==> config.mk <==
export PLATFORM = sky130hd
export DESIGN_NAME = forth_cpu_v2_flat
export DESIGN_NICKNAME = d
export VERILOG_FILES = /design/src/rtl/forth_cpu_v2_if.sv /design/src/rtl/forth_cpu_v2.sv /design/src/flat_wrapper.sv
export SDC_FILE = /design/constraint.sdc
export NUM_CORES = 1
export LEC_CHECK = 0
export CORE_UTILIZATION = 55
export CTS_CLUSTER_DIAMETER = 60
export DETAILED_ROUTE_END_ITERATION = 10
export HOLD_SLACK_MARGIN = 0.02
export PLACE_DENSITY_LB_ADDON = 0.2
export SLEW_MARGIN = 5
export SYNTH_ARGS = -nofsm -noshare
export SYNTH_HDL_FRONTEND = slang
export SYNTH_SLANG_ARGS = --single-unit
export TNS_END_PERCENT = 5
==> constraint.sdc <==
create_clock -name clk -period 8.44 [get_ports clk]
set_input_delay 1.688 -clock clk [delete_from_list [all_inputs] [get_ports clk]]
set_output_delay 1.688 -clock clk [all_outputs]
set_load 0.03 [all_outputs]
==> src/rtl/forth_cpu_v2_if.sv <==
`default_nettype none
// +----------------------------------------------------------------------------+
// | Module   : forth_cpu_v2_if                                                 |
// | Purpose  : Bundles the program-ROM port, the data memory bus and the       |
// |            interrupt request/acknowledge lines of forth_cpu_v2.            |
// | Ports    : code_address/code_data  synchronous ROM byte port               |
// |            mem_*                   request/ready data bus                  |
// |            interrupt/interrupt_ack level requests, one-hot ack pulse       |
// |            master = CPU side, slave = ROM/memory/interrupt controller side |
// | Revision : 1.0  initial release                                            |
// +----------------------------------------------------------------------------+
interface forth_cpu_v2_if #(
   parameter int WIDTH     = 16,
   parameter int ROM_BITS  = 8,
   parameter int INT_COUNT = 2
);
   logic [ROM_BITS-1:0]  code_address;
   logic [7:0]           code_data;
   logic [WIDTH-1:0]     mem_address;
   logic [WIDTH-1:0]     mem_data_out;
   logic [WIDTH-1:0]     mem_data_in;
   logic                 mem_valid;
   logic                 mem_nwr;
   logic                 mem_ready;
   logic [INT_COUNT-1:0] interrupt;
   logic [INT_COUNT-1:0] interrupt_ack;

   modport master (
      output code_address, mem_address, mem_data_out, mem_valid, mem_nwr, interrupt_ack,
      input  code_data, mem_data_in, mem_ready, interrupt
   );

   modport slave (
      input  code_address, mem_address, mem_data_out, mem_valid, mem_nwr, interrupt_ack,
      output code_data, mem_data_in, mem_ready, interrupt
   );
endinterface
`default_nettype wire

==> src/rtl/forth_cpu_v2.sv <==
`default_nettype none
// +----------------------------------------------------------------------------+
// | Module   : forth_cpu_v2                                                    |
// | Purpose  : Stack CPU with depth-checked data/call stacks, prioritised      |
// |            maskable interrupts and an external synchronous code port.      |
// | Ports    : clk, reset      clock and synchronous active-high reset         |
// |            bus (master)    ROM port, memory bus, interrupt lines           |
// |            hlt / wfi       high while halted / waiting for interrupt       |
// |            error           sticky fault flag                               |
// |            error_code      1 illegal op, 2 data stack, 3 call stack        |
// | Revision : 1.0  initial release                                            |
// +----------------------------------------------------------------------------+
module forth_cpu_v2 #(
   parameter int WIDTH     = 16,
   parameter int DS_DEPTH  = 16,
   parameter int CS_DEPTH  = 16,
   parameter int ROM_BITS  = 8,
   parameter int INT_COUNT = 2
) (
   input  wire logic      clk,
   input  wire logic      reset,
   forth_cpu_v2_if.master bus,
   output logic           hlt,
   output logic           wfi,
   output logic           error,
   output logic [1:0]     error_code
);
   localparam int IMM_BYTES = WIDTH / 8;
   localparam int DS_PTR    = (DS_DEPTH > 1) ? $clog2(DS_DEPTH) : 1;
   localparam int DS_CNT    = $clog2(DS_DEPTH + 1);
   localparam int CS_PTR    = (CS_DEPTH > 1) ? $clog2(CS_DEPTH) : 1;
   localparam int CS_CNT    = $clog2(CS_DEPTH + 1);
   localparam int CNT_W     = (IMM_BYTES > 1) ? $clog2(IMM_BYTES) : 1;
   localparam int IRQ_W     = (INT_COUNT > 1) ? $clog2(INT_COUNT) : 1;

   localparam logic [7:0] OP_PUSH = 8'h00, OP_DUP  = 8'h01, OP_SET  = 8'h02, OP_JMP  = 8'h03;
   localparam logic [7:0] OP_GET  = 8'h04, OP_CALL = 8'h05, OP_RET  = 8'h06, OP_HLT  = 8'h07;
   localparam logic [7:0] OP_WFI  = 8'h08, OP_BR   = 8'h09, OP_BR0  = 8'h0A, OP_RETI = 8'h0B;
   localparam logic [7:0] OP_DROP = 8'h0C, OP_SWAP = 8'h0D, OP_EI   = 8'h0E, OP_DI   = 8'h0F;

   typedef enum logic [2:0] {
      ST_FETCH, ST_EXEC, ST_IMM, ST_MEM, ST_WFI, ST_HALT, ST_ERROR
   } state_t;

   state_t               state, state_next;
   logic [ROM_BITS-1:0]  pc;
   logic                 ie;
   logic [WIDTH-1:0]     ds [DS_DEPTH];
   logic [DS_CNT-1:0]    ds_depth;
   logic [ROM_BITS-1:0]  cs [CS_DEPTH];
   logic [CS_CNT-1:0]    cs_depth;
   logic [7:0]           op_reg;
   logic [WIDTH-1:0]     imm_reg;
   logic [CNT_W-1:0]     byte_cnt;
   logic                 req_valid, req_nwr;
   logic [WIDTH-1:0]     req_addr, req_data;
   logic [INT_COUNT-1:0] ack_pulse;
   logic [1:0]           fault_code, next_fault;

   // Stack views: the top entry lives at index depth-1
   logic [DS_PTR-1:0]    tos_idx, nos_idx, push_idx;
   logic [CS_PTR-1:0]    cs_top_idx, cs_push_idx;
   logic [WIDTH-1:0]     tos, nos, alu, imm_full;
   logic [ROM_BITS-1:0]  cs_top, irq_vector;

   assign tos_idx     = DS_PTR'(ds_depth - 1'b1);
   assign nos_idx     = DS_PTR'(ds_depth - 2'd2);
   assign push_idx    = DS_PTR'(ds_depth);
   assign cs_top_idx  = CS_PTR'(cs_depth - 1'b1);
   assign cs_push_idx = CS_PTR'(cs_depth);
   assign tos         = ds[tos_idx];
   assign nos         = ds[nos_idx];
   assign cs_top      = cs[cs_top_idx];

   // Decode of the opcode byte presented during EXEC
   logic [1:0] ds_need;
   logic       ds_push, cs_need, cs_push, legal, br_taken;
   logic       ds_fault, cs_full, cs_fault, imm_last;

   always_comb begin
      ds_need = 2'd0;
      ds_push = 1'b0;
      cs_need = 1'b0;
      cs_push = 1'b0;
      legal   = 1'b1;
      case (bus.code_data)
         OP_PUSH:                 ds_push = 1'b1;
         OP_DUP:                  begin ds_need = 2'd1; ds_push = 1'b1; end
         OP_SET, OP_SWAP:         ds_need = 2'd2;
         OP_GET, OP_BR, OP_BR0,
         OP_DROP:                 ds_need = 2'd1;
         OP_CALL:                 cs_push = 1'b1;
         OP_RET, OP_RETI:         cs_need = 1'b1;
         OP_JMP, OP_HLT, OP_WFI,
         OP_EI, OP_DI:            legal = 1'b1;
         8'hF0, 8'hF1, 8'hF2, 8'hF3, 8'hF4,
         8'hF5, 8'hF6, 8'hF7, 8'hF8: ds_need = 2'd2;
         default:                 legal = 1'b0;
      endcase
   end

   assign ds_fault = (DS_CNT'(ds_need) > ds_depth) ||
                     (ds_push && (ds_depth == DS_CNT'(DS_DEPTH)));
   assign cs_full  = (cs_depth == CS_CNT'(CS_DEPTH));
   assign cs_fault = (cs_need && (cs_depth == '0)) || (cs_push && cs_full);
   assign br_taken = (bus.code_data == OP_BR) ? (tos != '0) : (tos == '0);
   assign imm_last = (byte_cnt == CNT_W'(IMM_BYTES - 1));

   // Operands are NOS (left) and TOS (right): "a b -" yields a-b
   always_comb begin
      alu = '0;
      case (bus.code_data[3:0])
         4'h0:    alu = nos + tos;
         4'h1:    alu = nos & tos;
         4'h2:    alu = nos | tos;
         4'h3:    alu = nos ^ tos;
         4'h4:    alu = {{(WIDTH-1){1'b0}}, nos >  tos};
         4'h5:    alu = {{(WIDTH-1){1'b0}}, nos >= tos};
         4'h6:    alu = {{(WIDTH-1){1'b0}}, nos <= tos};
         4'h7:    alu = {{(WIDTH-1){1'b0}}, nos <  tos};
         4'h8:    alu = nos - tos;
         default: alu = '0;
      endcase
   end

   // Little-endian immediate: the byte arriving now fills slot byte_cnt
   always_comb begin
      imm_full = imm_reg;
      imm_full[byte_cnt*8 +: 8] = bus.code_data;
   end

   // Lowest-index pending request wins
   logic                 irq_hit;
   logic [IRQ_W-1:0]     irq_idx;
   logic [INT_COUNT-1:0] irq_onehot;

   always_comb begin
      irq_hit    = 1'b0;
      irq_idx    = '0;
      irq_onehot = '0;
      for (int i = INT_COUNT - 1; i >= 0; i--) begin
         if (bus.interrupt[i]) begin
            irq_hit       = 1'b1;
            irq_idx       = IRQ_W'(i);
            irq_onehot    = '0;
            irq_onehot[i] = 1'b1;
         end
      end
   end

   assign irq_vector = ROM_BITS'((int'(irq_idx) + 1) * 4);

   // State register
   always_ff @(posedge clk) begin
      if (reset) state <= ST_FETCH;
      else       state <= state_next;
   end

   // Next state and fault classification
   always_comb begin
      state_next = state;
      next_fault = 2'd0;
      case (state)
         ST_FETCH: begin
            if (ie && irq_hit) begin
               if (cs_full) begin
                  state_next = ST_ERROR;
                  next_fault = 2'd3;
               end
            end else begin
               state_next = ST_EXEC;
            end
         end
         ST_EXEC: begin
            if (!legal) begin
               state_next = ST_ERROR;
               next_fault = 2'd1;
            end else if (ds_fault) begin
               state_next = ST_ERROR;
               next_fault = 2'd2;
            end else if (cs_fault) begin
               state_next = ST_ERROR;
               next_fault = 2'd3;
            end else begin
               case (bus.code_data)
                  OP_PUSH, OP_JMP, OP_CALL: state_next = ST_IMM;
                  OP_BR, OP_BR0:            state_next = br_taken ? ST_IMM : ST_FETCH;
                  OP_SET, OP_GET:           state_next = ST_MEM;
                  OP_HLT:                   state_next = ST_HALT;
                  OP_WFI:                   state_next = ST_WFI;
                  default:                  state_next = ST_FETCH;
               endcase
            end
         end
         ST_IMM:   if (imm_last) state_next = ST_FETCH;
         ST_MEM:   if (bus.mem_ready) state_next = ST_FETCH;
         ST_WFI:   if (bus.interrupt != '0) state_next = ST_FETCH;
         default:  state_next = state;
      endcase
   end

   // Datapath
   always_ff @(posedge clk) begin
      if (reset) begin
         pc         <= '0;
         ie         <= 1'b1;
         ds_depth   <= '0;
         cs_depth   <= '0;
         op_reg     <= '0;
         imm_reg    <= '0;
         byte_cnt   <= '0;
         req_valid  <= 1'b0;
         req_nwr    <= 1'b1;
         req_addr   <= '0;
         req_data   <= '0;
         ack_pulse  <= '0;
         fault_code <= 2'd0;
      end else begin
         ack_pulse <= '0;
         if (state != ST_ERROR && state_next == ST_ERROR)
            fault_code <= next_fault;
         case (state)
            ST_FETCH: begin
               if (ie && irq_hit) begin
                  if (!cs_full) begin
                     cs[cs_push_idx] <= pc;
                     cs_depth        <= cs_depth + 1'b1;
                     ie              <= 1'b0;
                     ack_pulse       <= irq_onehot;
                     pc              <= irq_vector;
                  end
               end else begin
                  pc <= pc + 1'b1;
               end
            end
            ST_EXEC: if (state_next != ST_ERROR) begin
               case (bus.code_data)
                  OP_PUSH, OP_JMP, OP_CALL: begin
                     pc       <= pc + 1'b1;
                     op_reg   <= bus.code_data;
                     byte_cnt <= '0;
                  end
                  OP_DUP: begin
                     ds[push_idx] <= tos;
                     ds_depth     <= ds_depth + 1'b1;
                  end
                  OP_SET: begin
                     req_valid <= 1'b1;
                     req_nwr   <= 1'b0;
                     req_addr  <= tos;
                     req_data  <= nos;
                     ds_depth  <= ds_depth - 2'd2;
                  end
                  OP_GET: begin
                     req_valid <= 1'b1;
                     req_nwr   <= 1'b1;
                     req_addr  <= tos;
                  end
                  OP_RET: begin
                     pc       <= cs_top;
                     cs_depth <= cs_depth - 1'b1;
                  end
                  OP_RETI: begin
                     pc       <= cs_top;
                     cs_depth <= cs_depth - 1'b1;
                     ie       <= 1'b1;
                  end
                  OP_BR, OP_BR0: begin
                     ds_depth <= ds_depth - 1'b1;
                     if (br_taken) begin
                        pc       <= pc + 1'b1;
                        op_reg   <= OP_JMP;
                        byte_cnt <= '0;
                     end else begin
                        // Skip the whole immediate without reading it
                        pc <= pc + ROM_BITS'(IMM_BYTES);
                     end
                  end
                  OP_DROP: ds_depth <= ds_depth - 1'b1;
                  OP_SWAP: begin
                     ds[tos_idx] <= nos;
                     ds[nos_idx] <= tos;
                  end
                  OP_EI: ie <= 1'b1;
                  OP_DI: ie <= 1'b0;
                  8'hF0, 8'hF1, 8'hF2, 8'hF3, 8'hF4,
                  8'hF5, 8'hF6, 8'hF7, 8'hF8: begin
                     ds[nos_idx] <= alu;
                     ds_depth    <= ds_depth - 1'b1;
                  end
                  default: ;
               endcase
            end
            ST_IMM: begin
               imm_reg <= imm_full;
               if (imm_last) begin
                  // pc already points past the immediate: it is the return address
                  case (op_reg)
                     OP_PUSH: begin
                        ds[push_idx] <= imm_full;
                        ds_depth     <= ds_depth + 1'b1;
                     end
                     OP_CALL: begin
                        cs[cs_push_idx] <= pc;
                        cs_depth        <= cs_depth + 1'b1;
                        pc              <= ROM_BITS'(imm_full);
                     end
                     default: pc <= ROM_BITS'(imm_full);
                  endcase
               end else begin
                  pc       <= pc + 1'b1;
                  byte_cnt <= byte_cnt + 1'b1;
               end
            end
            ST_MEM: begin
               if (bus.mem_ready) begin
                  req_valid <= 1'b0;
                  req_nwr   <= 1'b1;
                  if (req_nwr) ds[tos_idx] <= bus.mem_data_in;
               end
            end
            default: ;
         endcase
      end
   end

   assign bus.code_address  = pc;
   assign bus.mem_address   = req_addr;
   assign bus.mem_data_out  = req_data;
   assign bus.mem_valid     = req_valid;
   assign bus.mem_nwr       = req_nwr;
   assign bus.interrupt_ack = ack_pulse;
   assign hlt               = (state == ST_HALT);
   assign wfi               = (state == ST_WFI);
   assign error             = (state == ST_ERROR);
   assign error_code        = fault_code;
endmodule
`default_nettype wire
==> src/flat_wrapper.sv <==
// flat-port wrapper written by rule: the top's interface ports become plain ports
module forth_cpu_v2_flat 
#(
   parameter int WIDTH     = 16,
   parameter int DS_DEPTH  = 16,
   parameter int CS_DEPTH  = 16,
   parameter int ROM_BITS  = 8,
   parameter int INT_COUNT = 2
)
  (clk, reset, hlt, wfi, error, error_code, bus_code_address, bus_mem_address, bus_mem_data_out, bus_mem_valid, bus_mem_nwr, bus_interrupt_ack, bus_code_data, bus_mem_data_in, bus_mem_ready, bus_interrupt);
  forth_cpu_v2_if #(.WIDTH(WIDTH), .ROM_BITS(ROM_BITS), .INT_COUNT(INT_COUNT)) bus_i ();
  input  wire logic clk;
  input  wire logic reset;
  output logic hlt;
  output logic wfi;
  output logic error;
  output logic [1:0] error_code;
  output wire logic [$bits(bus_i.code_address)-1:0] bus_code_address;
  output wire logic [$bits(bus_i.mem_address)-1:0] bus_mem_address;
  output wire logic [$bits(bus_i.mem_data_out)-1:0] bus_mem_data_out;
  output wire logic [$bits(bus_i.mem_valid)-1:0] bus_mem_valid;
  output wire logic [$bits(bus_i.mem_nwr)-1:0] bus_mem_nwr;
  output wire logic [$bits(bus_i.interrupt_ack)-1:0] bus_interrupt_ack;
  input wire logic [$bits(bus_i.code_data)-1:0] bus_code_data;
  input wire logic [$bits(bus_i.mem_data_in)-1:0] bus_mem_data_in;
  input wire logic [$bits(bus_i.mem_ready)-1:0] bus_mem_ready;
  input wire logic [$bits(bus_i.interrupt)-1:0] bus_interrupt;
  assign bus_code_address = bus_i.code_address;
  assign bus_mem_address = bus_i.mem_address;
  assign bus_mem_data_out = bus_i.mem_data_out;
  assign bus_mem_valid = bus_i.mem_valid;
  assign bus_mem_nwr = bus_i.mem_nwr;
  assign bus_interrupt_ack = bus_i.interrupt_ack;
  assign bus_i.code_data = bus_code_data;
  assign bus_i.mem_data_in = bus_mem_data_in;
  assign bus_i.mem_ready = bus_mem_ready;
  assign bus_i.interrupt = bus_interrupt;
  forth_cpu_v2 #(.WIDTH(WIDTH), .DS_DEPTH(DS_DEPTH), .CS_DEPTH(CS_DEPTH), .ROM_BITS(ROM_BITS), .INT_COUNT(INT_COUNT)) u_core (.clk(clk), .reset(reset), .bus(bus_i), .hlt(hlt), .wfi(wfi), .error(error), .error_code(error_code));
endmodule
==> impl_metrics.env <==
export IMPL_run_status="complete, no violations"
export IMPL_path_class="flip-flop to flip-flop"
export IMPL_cp_slowest_cell="dfxtp_4"
export IMPL_synthAdderAreaFrac_pct=2.95
export IMPL_cts_buffer_depth=3
export IMPL_grt_max_degree=82
export IMPL_antenna_found_initial=1
export IMPL_port_buffers=77
export IMPL_yosys_warnings=0
export IMPL_dieArea_um2=53500
export IMPL_cts_made_buffers=52
export IMPL_reg_top3="u_core.ds (256), u_core.cs (128)"
export IMPL_row_count=83
export IMPL_hold_class="flip-flop to flip-flop"
export IMPL_cts_hold_buf=0
export IMPL_dr_pass1_iters=5
export IMPL_cp_end_kind="flip-flop"
export IMPL_wl_mm=88.5
export IMPL_start_kind="flip-flop"
export IMPL_finalCriticalPeriod_ps=7450
export IMPL_required_ps=8780
export IMPL_holdPathStages=2
export IMPL_vdd_drop_max_v=0.000160
export IMPL_ant_nets=0
export IMPL_root_buffer="clkbuf_16"
export IMPL_rsz0062_at_grt="false"
export IMPL_synth_simple_gate_area_share_pct=11.8
export IMPL_finalPower_uw=7500
export IMPL_skew_ps=49.5
export IMPL_largest_reg_flops=256
export IMPL_cts_sinks=469
export IMPL_synth_edf_count=384
export IMPL_cts_resized=0
export IMPL_async_flop_share_pct=0
export IMPL_arrival_ps=7790
export IMPL_synth_cell_types=81
export IMPL_netlist_area_um2=28900
export IMPL_synth_flop_cell="edfxtp_1"
export IMPL_rr_worst_depth=19
export IMPL_max_stage_delay_ps=920
export IMPL_clk_latency_ps=630
export IMPL_worst_slew_pin_slew_ps=1270
export IMPL_grt_overflow_total=0
export IMPL_final_nets=2643
export IMPL_crit_path_cell_trace="inv_1, ha_1, xor2_4, buf_4, mux4_2, a21oi_1, ha_1, fa_1, o21bai_1, a21oi_1, o21bai_1, a2111oi_0, buf_4, o31a_1, nor3_1, or3_1, a21oi_1, buf_4, mux2i_1"
export IMPL_synth_mux_area_share_pct=21.1
export IMPL_maxCapViolCount=0
export IMPL_setup_viol=0
export IMPL_coreArea_um2=51600
export IMPL_drive_gt1_share_pct=15.9
export IMPL_syn_avg_cell_area_um2=11.4
export IMPL_crit_fanout=53
export IMPL_hold_violations=0
export IMPL_num_io_pins=78
export IMPL_layout_common_cells="edfxtp_1, nand2_1, mux2i_1, mux4_2, nor2_1"
export IMPL_synth_seq_area_share_pct=45.8
export IMPL_viasPerCell=6.79
export IMPL_vias=22205
export IMPL_max_slew_margin_pct=14.9
export IMPL_initial_utilization_pct=56.0
export IMPL_tritoncts="done"
export IMPL_grt_usage_pct=33.5
export IMPL_dp_final_hpwl_mm=62.4
export IMPL_fin_crit_sh_pct=88.3
export IMPL_slew_violations=0
export IMPL_fmax_ghz=0.134
export IMPL_die_x_um=231
export IMPL_grt_pass1_vias=21213
export IMPL_area_growth_pct=11.0
export IMPL_cellPowerDensity_nw_per_um2=234
export IMPL_synth_compound_area_share_pct=12.8
export IMPL_fin_hold_ws_ps=455
export IMPL_grt_pass1_wl_mm=135
export IMPL_drtIter0Drc=2732
export IMPL_syn_num_nets=2641
export IMPL_p_leak_uw=0.0108
export IMPL_synth_xor_area_share_pct=0.788
export IMPL_synth_top_family_by_area="multiplexers"
export IMPL_htreeDepth=2
export IMPL_cts_setup_buffers=0
export IMPL_gp_congestion=1.00
export IMPL_wl_per_cell_um=27.1
export IMPL_die_y_um=231
export IMPL_postSynthCellCount=2545
export IMPL_top_register="u_core.ds"
export IMPL_post_route_drc_count=0
export IMPL_clk_pin_slew_ps=60
export IMPL_final_common_cell="edfxtp_1"
export IMPL_finalSetupTns_ps=0
export IMPL_final_util_pct=62.2
export IMPL_ys_seq_elements=469
-- routing by layer --
layer / routed length, um / GRT usage, % / vias up / part of all wire [%]
met2: 40400 / 51.5 / 1287 / 46
met1: 35700 / 47.5 / 10953 / 40
met5: 0 / 0 / - / 0
li1: - / - / 9764 / -
met3: 9070 / 6.04 / 201 / 10
met4: 3380 / 12.6 / 0 / 3.8
-- layout make-up --
cell class | count | area, um2
antenna | 1 | 2.50
tap | 680 | 851
sequential | 469 | 13200
fill | 4045 | 19500
clock inverter | 30 | 379
clock buffer | 67 | 1380
timing repair buffer | 177 | 1510
inverter | 64 | 240
multi-input combinational | 1783 | 14500
-- cells in the mapped netlist (8+ instances only) --
master / instances / area share (%)
mux2i_1: 220 / 7.6
ha_1: 65 / 2.8
buf_6: 11 / 0.43
o21ai_0: 80 / 1.4
buf_1: 14 / 0.18
nand3b_1: 12 / 0.31
nor3b_1: 9 / 0.23
a31oi_1: 14 / 0.30
clkbuf_1: 111 / 1.4
nor4_1: 11 / 0.24
and3_1: 31 / 0.67
nor3_1: 60 / 1.0
buf_4: 18 / 0.47
a211oi_2: 9 / 0.39
and2_1: 12 / 0.26
xor2_1: 8 / 0.24
mux4_2: 165 / 13
a31o_2: 10 / 0.30
nand3_1: 24 / 0.42
buf_2: 75 / 1.3
o21a_1: 8 / 0.21
inv_1: 62 / 0.81
or4_1: 8 / 0.21
a211oi_1: 27 / 0.70
a221oi_1: 11 / 0.33
a21oi_1: 108 / 1.9
edfxtp_1: 384 / 40
nand2b_1: 22 / 0.48
nand2_1: 350 / 4.5
o31ai_1: 153 / 4.0
or3_1: 12 / 0.26
nor2_1: 163 / 2.1
xnor2_1: 18 / 0.55
nand4_1: 8 / 0.17
nor2b_1: 16 / 0.35
dfxtp_1: 85 / 5.9
o21bai_1: 16 / 0.42
o22ai_1: 15 / 0.32
mux2_2: 8 / 0.31
-- stage by stage --
step | cell area, um2 | setup WS (ps) | std cells
2_1_floorplan | 28900 | 1120 | 2545
3_3_place_gp | 30300 | 817 | 3173
3_5_place_dp | 30300 | 652 | 3173
4_1_cts | 32100 | 1110 | 3270
5_1_grt | 32100 | 630 | 3270
6_report | 32100 | 988 | 3271
-- worst max-delay path, delay by kind of cell, from the launching register on --
family / cells / cell delay, ps
DFF: 1 / 920
muxes: 2 / 720
adders and majority gates: 3 / 1080
AOI/OAI and AO/OA: 7 / 2110
and+or+nand+nor: 2 / 480
buffers and inverters: 4 / 1370
xor gates and xnor gates: 1 / 460
-- logic make-up after synthesis --
| group | after synthesis |
|---|---|
| buf+inv | 293 |
| compound gates | 537 |
| flops | 469 |
| fa+ha+maj | 67 |
| simple gates | 756 |
| xor+xnor | 26 |
| mux | 397 |
-- path summary, 6_finish.rpt --
check | startpoint | endpoint | slack (ps)
max | u_core.ds_depth[0] | u_core.ds[0][12] | 990
min reg2reg | u_core.bus.mem_data_out[11] | u_core.bus.mem_data_out[11] | 450
max reg2reg | u_core.ds_depth[0] | u_core.ds[0][12] | 990
min | u_core.bus.mem_data_out[11] | u_core.bus.mem_data_out[11] | 450
-- report_power, final --
group / switching [uW] / total [uW] / internal, uW
Clock: 972 / 2350 / 1370
Combinational: 1470 / 2370 / 903
Sequential: 83.9 / 2780 / 2700
Total: 2530 / 7500 / 4970
(Power assumes the default switching activity.)
